--- config.mk ---
export PLATFORM = sky130hd
export DESIGN_NAME = ex_muldiv_unit_flat
export DESIGN_NICKNAME = d
export VERILOG_FILES = /design/src/rtl/muldiv_pkg.sv /design/src/rtl/ex_muldiv_unit_if.sv /design/src/rtl/muldiv_divider.sv /design/src/rtl/ex_muldiv_unit.sv /design/src/flat_wrapper.sv
export SDC_FILE = /design/constraint.sdc
export NUM_CORES = 1
export LEC_CHECK = 0
export CORE_AREA = 4 4 142 178
export DETAILED_ROUTE_END_ITERATION = 16
export DIE_AREA = 0 0 146 182
export DONT_BUFFER_PORTS = 1
export GPL_TIMING_DRIVEN = 1
export PLACE_DENSITY = 0.67
export SYNTH_ARGS = -nofsm -noshare
export SYNTH_HDL_FRONTEND = slang
export SYNTH_SLANG_ARGS = --single-unit
--- constraint.sdc ---
create_clock -name clk -period 3.7 [get_ports clk]
set_input_delay 0.74 -clock clk [delete_from_list [all_inputs] [get_ports clk]]
set_output_delay 0.74 -clock clk [all_outputs]
set_load 0.01 [all_outputs]
--- src/rtl/muldiv_pkg.sv ---
// Shared types and constants for the EX-stage RV32M multiply/divide unit.
package muldiv_pkg;
  localparam int XLEN       = 32;
  localparam int ITER_CNT_W = 6;

  typedef enum logic [2:0] {
    OP_MUL    = 3'd0,
    OP_MULH   = 3'd1,
    OP_MULHSU = 3'd2,
    OP_MULHU  = 3'd3,
    OP_DIV    = 3'd4,
    OP_DIVU   = 3'd5,
    OP_REM    = 3'd6,
    OP_REMU   = 3'd7
  } muldiv_op_e;

  typedef enum logic [1:0] {
    ST_IDLE = 2'd0,
    ST_MUL  = 2'd1,
    ST_DIV  = 2'd2,
    ST_DONE = 2'd3
  } muldiv_state_e;
endpackage

--- src/rtl/ex_muldiv_unit_if.sv ---
// EX-stage <-> muldiv bundle. start/op/operands are sampled only when the unit is idle;
// done is a one-cycle pulse qualifying result, and stall holds the front end while busy.
interface ex_muldiv_unit_if #(parameter int XLEN = muldiv_pkg::XLEN);
  import muldiv_pkg::*;

  logic            start;
  logic [2:0]      op;
  logic [XLEN-1:0] operand_a;
  logic [XLEN-1:0] operand_b;
  logic            flush;
  logic            busy;
  logic            done;
  logic [XLEN-1:0] result;
  logic            stall;
  muldiv_state_e   state;

  modport master (
    output start, op, operand_a, operand_b, flush,
    input  busy, done, result, stall, state
  );

  modport slave (
    input  start, op, operand_a, operand_b, flush,
    output busy, done, result, stall, state
  );
endinterface

--- src/rtl/muldiv_divider.sv ---
// One restoring-division step: shift the next dividend bit into the partial remainder,
// subtract the divisor, keep the difference only when it does not borrow.
module muldiv_divider #(parameter int XLEN = muldiv_pkg::XLEN) (
  input  logic [XLEN-1:0] i_rem,
  input  logic [XLEN-1:0] i_quo,
  input  logic [XLEN-1:0] i_divisor,
  output logic [XLEN-1:0] o_rem,
  output logic [XLEN-1:0] o_quo
);
  import muldiv_pkg::*;

  logic [XLEN:0] w_shifted;
  logic [XLEN:0] w_diff;

  assign w_shifted = {i_rem, i_quo[XLEN-1]};
  assign w_diff    = w_shifted - {1'b0, i_divisor};
  assign o_rem     = w_diff[XLEN] ? w_shifted[XLEN-1:0] : w_diff[XLEN-1:0];
  assign o_quo     = {i_quo[XLEN-2:0], ~w_diff[XLEN]};
endmodule

--- src/rtl/ex_muldiv_unit.sv ---
// Iterative RV32M multiply/divide unit (one bit per cycle) that stalls the front end while busy.
// Divide support is built only when EX_MUDIV_DIV_EN is defined; otherwise ops 4-7 return 0.
module ex_muldiv_unit #(parameter int XLEN = muldiv_pkg::XLEN) (
  input logic            clk,
  input logic            rst,
  ex_muldiv_unit_if.slave bus
);
  import muldiv_pkg::*;

  muldiv_state_e         r_state, w_next_state;
  muldiv_op_e            r_op, w_op;
  logic [ITER_CNT_W-1:0] r_cnt;
  logic                  r_neg_a, r_neg_b, r_special;
  logic [XLEN-1:0]       r_special_val, r_opnd, r_result;
  logic [2*XLEN-1:0]     r_acc;

  logic                  w_accept, w_last, w_busy, w_done, w_is_div;
  logic                  w_signed_a, w_signed_b, w_neg_a, w_neg_b, w_special;
  logic [XLEN-1:0]       w_mag_a, w_mag_b, w_special_val, w_mul_res, w_final;
  logic [XLEN:0]         w_mul_sum;
  logic [2*XLEN-1:0]     w_prod, w_acc_next;

  assign w_op       = muldiv_op_e'(bus.op);
  assign w_is_div   = bus.op[2];
  assign w_signed_a = (w_op == OP_MULH) || (w_op == OP_MULHSU) || (w_op == OP_DIV) || (w_op == OP_REM);
  assign w_signed_b = (w_op == OP_MULH) || (w_op == OP_DIV) || (w_op == OP_REM);
  assign w_neg_a    = w_signed_a & bus.operand_a[XLEN-1];
  assign w_neg_b    = w_signed_b & bus.operand_b[XLEN-1];
  assign w_mag_a    = w_neg_a ? -bus.operand_a : bus.operand_a;
  assign w_mag_b    = w_neg_b ? -bus.operand_b : bus.operand_b;
  assign w_accept   = bus.start && !bus.flush && (r_state == ST_IDLE);
  assign w_last     = (r_cnt == ITER_CNT_W'(XLEN-1));

`ifdef EX_MUDIV_DIV_EN
  logic            w_div_zero, w_div_ovf;
  logic [XLEN-1:0] w_div_rem, w_div_quo;

  assign w_div_zero = (bus.operand_b == '0);
  assign w_div_ovf  = !bus.op[0] && (bus.operand_a == {1'b1, {(XLEN-1){1'b0}}}) && (bus.operand_b == '1);
  assign w_special  = w_is_div && (w_div_zero || w_div_ovf);

  always_comb begin
    w_special_val = '1;
    if (w_div_zero) w_special_val = bus.op[1] ? bus.operand_a : '1;
    else            w_special_val = bus.op[1] ? '0 : bus.operand_a;
  end

  // Accumulator doubles as {partial remainder, dividend/quotient} during DIV.
  muldiv_divider #(.XLEN(XLEN)) u_divider (
    .i_rem     (r_acc[2*XLEN-1:XLEN]),
    .i_quo     (r_acc[XLEN-1:0]),
    .i_divisor (r_opnd),
    .o_rem     (w_div_rem),
    .o_quo     (w_div_quo)
  );
`else
  assign w_special     = w_is_div;
  assign w_special_val = '0;
`endif

  // Shift-add: high half accumulates the multiplicand, low half shifts out multiplier bits.
  assign w_mul_sum = {1'b0, r_acc[2*XLEN-1:XLEN]} + (r_acc[0] ? {1'b0, r_opnd} : '0);

  always_comb begin
    w_acc_next = {w_mul_sum, r_acc[XLEN-1:1]};
`ifdef EX_MUDIV_DIV_EN
    if (r_state == ST_DIV) w_acc_next = {w_div_rem, w_div_quo};
`endif
  end

  always_ff @(posedge clk) begin
    if (rst) r_state <= ST_IDLE;
    else     r_state <= w_next_state;
  end

  always_comb begin
    w_next_state = r_state;
    case (r_state)
      ST_IDLE: begin
        if (w_accept) begin
          if (w_special) w_next_state = ST_DONE;
`ifdef EX_MUDIV_DIV_EN
          else if (w_is_div) w_next_state = ST_DIV;
`endif
          else w_next_state = ST_MUL;
        end
      end
      ST_MUL:  if (w_last) w_next_state = ST_DONE;
      ST_DIV:  if (w_last) w_next_state = ST_DONE;
      ST_DONE: w_next_state = ST_IDLE;
      default: w_next_state = ST_IDLE;
    endcase
    if (bus.flush) w_next_state = ST_IDLE;
  end

  always_ff @(posedge clk) begin
    if (rst) begin
      r_op          <= OP_MUL;
      r_cnt         <= '0;
      r_neg_a       <= 1'b0;
      r_neg_b       <= 1'b0;
      r_special     <= 1'b0;
      r_special_val <= '0;
      r_opnd        <= '0;
      r_acc         <= '0;
      r_result      <= '0;
    end else begin
      if (w_accept) begin
        r_op          <= w_op;
        r_cnt         <= '0;
        r_neg_a       <= w_neg_a;
        r_neg_b       <= w_neg_b;
        r_special     <= w_special;
        r_special_val <= w_special_val;
        r_opnd        <= w_is_div ? w_mag_b : w_mag_a;
        r_acc         <= {{XLEN{1'b0}}, (w_is_div ? w_mag_a : w_mag_b)};
      end else if (w_busy) begin
        r_acc <= w_acc_next;
        r_cnt <= r_cnt + 1'b1;
      end
      if (w_done) r_result <= w_final;
    end
  end

  // Negating the whole {rem, quo} word yields -quo in the low half, so quotient reuses w_prod.
  assign w_prod    = (r_neg_a ^ r_neg_b) ? -r_acc : r_acc;
  assign w_mul_res = (r_op == OP_MUL) ? w_prod[XLEN-1:0] : w_prod[2*XLEN-1:XLEN];

  always_comb begin
    w_final = w_mul_res;
`ifdef EX_MUDIV_DIV_EN
    if (r_op[2]) begin
      if (r_op[1]) w_final = r_neg_a ? -r_acc[2*XLEN-1:XLEN] : r_acc[2*XLEN-1:XLEN];
      else         w_final = w_prod[XLEN-1:0];
    end
`endif
    if (r_special) w_final = r_special_val;
  end

  assign w_busy     = (r_state == ST_MUL) || (r_state == ST_DIV);
  assign w_done     = (r_state == ST_DONE) && !bus.flush;
  assign bus.busy   = w_busy;
  assign bus.done   = w_done;
  assign bus.result = w_done ? w_final : r_result;
  assign bus.stall  = w_accept | w_busy;
  assign bus.state  = r_state;
endmodule

--- src/flat_wrapper.sv ---
// flat-port wrapper written by rule: the top's interface ports become plain ports
module ex_muldiv_unit_flat import muldiv_pkg::*;
#(parameter int XLEN = muldiv_pkg::XLEN)
  (clk, rst, bus_start, bus_op, bus_operand_a, bus_operand_b, bus_flush, bus_busy, bus_done, bus_result, bus_stall, bus_state);
  ex_muldiv_unit_if #(.XLEN(XLEN)) bus_i ();
  input logic clk;
  input logic rst;
  input wire logic [$bits(bus_i.start)-1:0] bus_start;
  input wire logic [$bits(bus_i.op)-1:0] bus_op;
  input wire logic [$bits(bus_i.operand_a)-1:0] bus_operand_a;
  input wire logic [$bits(bus_i.operand_b)-1:0] bus_operand_b;
  input wire logic [$bits(bus_i.flush)-1:0] bus_flush;
  output wire logic [$bits(bus_i.busy)-1:0] bus_busy;
  output wire logic [$bits(bus_i.done)-1:0] bus_done;
  output wire logic [$bits(bus_i.result)-1:0] bus_result;
  output wire logic [$bits(bus_i.stall)-1:0] bus_stall;
  output wire logic [$bits(bus_i.state)-1:0] bus_state;
  assign bus_i.start = bus_start;
  assign bus_i.op = bus_op;
  assign bus_i.operand_a = bus_operand_a;
  assign bus_i.operand_b = bus_operand_b;
  assign bus_i.flush = bus_flush;
  assign bus_busy = bus_i.busy;
  assign bus_done = bus_i.done;
  assign bus_result = bus_i.result;
  assign bus_stall = bus_i.stall;
  assign bus_state = bus_i.state;
  ex_muldiv_unit #(.XLEN(XLEN)) u_core (.clk(clk), .rst(rst), .bus(bus_i));
endmodule
==> impl_metrics.env <==
export IMPL_outcome="finished with violations"
export IMPL_violations="negative setup slack"
export IMPL_avgSynthCellArea_um2=7.73
export IMPL_ant_nets=0
export IMPL_ys_flop_type="dfxtp_1"
export IMPL_leakagePower_nw=4.77
export IMPL_layout_nets=1550
export IMPL_portBuffers=0
export IMPL_syn_area_um2=11100
export IMPL_rr_endpoint="u_core.r_acc[53]"
export IMPL_max_freq_mhz=267
export IMPL_nFillCells=2228
export IMPL_avgViaCountPerCell=6.26
export IMPL_path_class="reg2out"
export IMPL_powerDensity_nw_per_um2=367
export IMPL_reg2reg_depth=11
export IMPL_preCtsSetupSlack_ns=0.0726
export IMPL_core_rowCount=63
export IMPL_core_um2=23600
export IMPL_ys_top_cells_by_area="dfxtp_1, xnor2_1, nand2_1"
export IMPL_yosysUniqueCellTypes=74
export IMPL_crit_path_end_kind="primary output"
export IMPL_finalMaxSlewViolations=0
export IMPL_clock_sinks=141
export IMPL_synth_top_area_share=0.254
export IMPL_io_pins=108
export IMPL_finalWirelength_um=35400
export IMPL_wire_per_inst_um=20.3
export IMPL_vias=10910
export IMPL_worstPathRequired_ns=2.96
export IMPL_synthCells=1439
export IMPL_die_w_um=146
export IMPL_layout_drive_gt1_share=0.130
export IMPL_cts_root_buf="clkbuf_16"
export IMPL_synthTopCellsByCount="nand2_1, dfxtp_1, nor2_1"
export IMPL_clk_latency_ns=0.43
export IMPL_seq_area_frac_synth=0.254
export IMPL_syn_num_nets=1550
export IMPL_cts_path_max_buffers=2
export IMPL_dp_final_hpwl_um=27000
export IMPL_cp_max_fo=4
export IMPL_rrSetupSlack_ns=0.19
export IMPL_synth_top_cell_by_area="dfxtp_1"
export IMPL_critPathTopFamily="simple AND/OR/NAND/NOR gates"
export IMPL_rsz0062_at_grt="true"
export IMPL_hold_path_startpoint="bus_flush"
export IMPL_grt_usage=0.256
export IMPL_cap_violations=0
export IMPL_hp_class="in2reg"
export IMPL_setup_violations=2
export IMPL_finalCriticalPeriod_ns=3.74
export IMPL_dr_first_iter_drc_count=1035
export IMPL_peakVddDrop_mv=0.301
export IMPL_antenna_cells=0
export IMPL_postSynth_asyncResetShare=0
export IMPL_critPathMaxStageDelay_ns=0.57
export IMPL_slew_headroom=0.349
export IMPL_die_h_um=182
export IMPL_min_to="u_core.bus.state[1]"
export IMPL_drc=0
export IMPL_dp_cells=1704
export IMPL_grt_pass1_wl_um=55600
export IMPL_synth_seq_cells=141
export IMPL_syn_to_final_growth_pct=12.1
export IMPL_first_pass_iters=5
export IMPL_skew_ns=0.0119
export IMPL_min_path_cells=1
export IMPL_setup_tns_ns=-0.0570
export IMPL_post_route_util=0.529
export IMPL_fin_crit_sh=1.01
export IMPL_grt_pass1_vias=10226
export IMPL_finalNonFillerCells=1744
export IMPL_slowest_stage="or4_4"
export IMPL_initial_core_util=0.472
export IMPL_cp_arrival_ns=3.00
export IMPL_yosys_warnings=0
export IMPL_finalHoldViolCount=0
export IMPL_synth_edf_count=0
export IMPL_fin_ws_ns=-0.0399
export IMPL_die_area_um2=26600
export IMPL_synth_most_common_cell="nand2_1"
export IMPL_cts_clk_slew_worst_paths_ns=0.06
export IMPL_place_gp_congestion=1.09
export IMPL_antenna_found_initial=0
export IMPL_reg2reg_from="u_core.r_acc[0]"
export IMPL_critPathLaunchType="register"
export IMPL_worstPathCellList="or4_4, nor4_4, nand4_1, or3_4, o41ai_4, xor2_1, nand2_1, a32o_2"
export IMPL_numCtsBuffers=17
export IMPL_overflow=0
export IMPL_htree_levels=4
export IMPL_tightest_slew_ns=0.973
export IMPL_cts_tree="yes"
export IMPL_cp_num_buf_inv=0
export IMPL_grt_max_degree=62
==> worst max-delay path by stage <==
stage	startpoint	endpoint	depth (start not counted)
after global routing	u_core.r_acc[18]	bus_result[15]	8
after floorplan	u_core.r_acc[11]	bus_result[19]	9
after CTS	u_core.r_acc[6]	bus_result[29]	8
after detailed placement	u_core.r_acc[18]	bus_result[29]	8
after global placement	u_core.r_acc[18]	bus_result[29]	8
final	u_core.r_acc[18]	bus_result[7]	8
==> per-layer routing <==
metal,vias to the layer above,part of all wire,track usage
li1,5260,-,-
met1,5121,0.43,0.347
met2,458,0.46,0.416
met3,71,0.079,0.0409
met4,0,0.027,0.0881
met5,-,0,0
==> metrics by stage <==
stage / total power [W] / hold WS (ns) / cell area (um2)
floorplan: 0.00244 / 0.425 / 11100
global placement: 0.00271 / 0.430 / 11500
detailed placement: 0.00274 / 0.435 / 11500
CTS: 0.00453 / 0.381 / 12300
global route: 0.00477 / 0.394 / 12500
finish: 0.00458 / 0.392 / 12500
==> repair_timing <==
| item | in CTS | in global routing |
|---|---|---|
| pin swaps | 8 | 18 |
| hold buffers | 0 | 0 |
| gates resized for setup | 28 | 30 |
| setup buffers | 3 | 5 |
| endpoints found under the setup margin | 29 | 28 |
==> cell families after synthesis <==
| kind of cell | synth area share |
|---|---|
| compound gates | 0.250 |
| buf+inv | 0.0489 |
| xor+xnor | 0.108 |
| simple gates | 0.237 |
| mux | 0.0571 |
| flops | 0.254 |
| fa+ha+maj | 0.0457 |
==> sequential cells by signal (all words and copies together) (netlist names) <==
register	flops
u_core.r_neg_a	1
u_core.r_acc	64
u_core.bus.state	2
u_core.r_op	3
u_core.r_cnt	6
u_core.r_neg_b	1
u_core.r_result	32
u_core.r_opnd	32
==> cells in the final DEF, fill, tap and decap left out, types with 12 or more instances in the layout <==
| master | synthesis | layout |
|---|---|---|
| clkbuf_16 | 0 | 17 |
| a31oi_1 | 22 | 21 |
| nor3_1 | 35 | 30 |
| and2_1 | 58 | 57 |
| a211oi_1 | 28 | 27 |
| o211ai_1 | 27 | 27 |
| o31ai_1 | 27 | 27 |
| a22o_1 | 15 | 15 |
| nand4_1 | 13 | 13 |
| nand3_1 | 25 | 25 |
| buf_4 | 1 | 70 |
| a21o_1 | 13 | 13 |
| ha_1 | 39 | 38 |
| nand2_1 | 164 | 164 |
| mux2_2 | 12 | 12 |
| inv_1 | 21 | 21 |
| xnor2_1 | 71 | 70 |
| nor2_1 | 121 | 119 |
| nor2b_1 | 12 | 12 |
| o21ai_0 | 79 | 73 |
| a21oi_1 | 120 | 118 |
| nand2b_1 | 13 | 13 |
| dfxtp_1 | 141 | 139 |
| a32o_1 | 14 | 12 |
| xor2_1 | 66 | 65 |
| mux2i_1 | 50 | 50 |
==> power by group <==
part           internal [W]  switching, W  leakage (nW)
Sequential          0.00159     0.0000676          1.15
Combinational      0.000455      0.000702          3.34
Clock               0.00104      0.000723         0.289
==> area by class of cell <==
cell class                 count  area [um2]  area share
clock buffer                  19         453      0.0363
clock inverter                13         151      0.0121
sequential                   141        2830       0.226
inverter                      21        78.8     0.00632
tap                          292         365      0.0293
multi-input combinational   1186        8050       0.646
timing repair buffer          72         548      0.0439
Power figures use the tool's default switching activity.
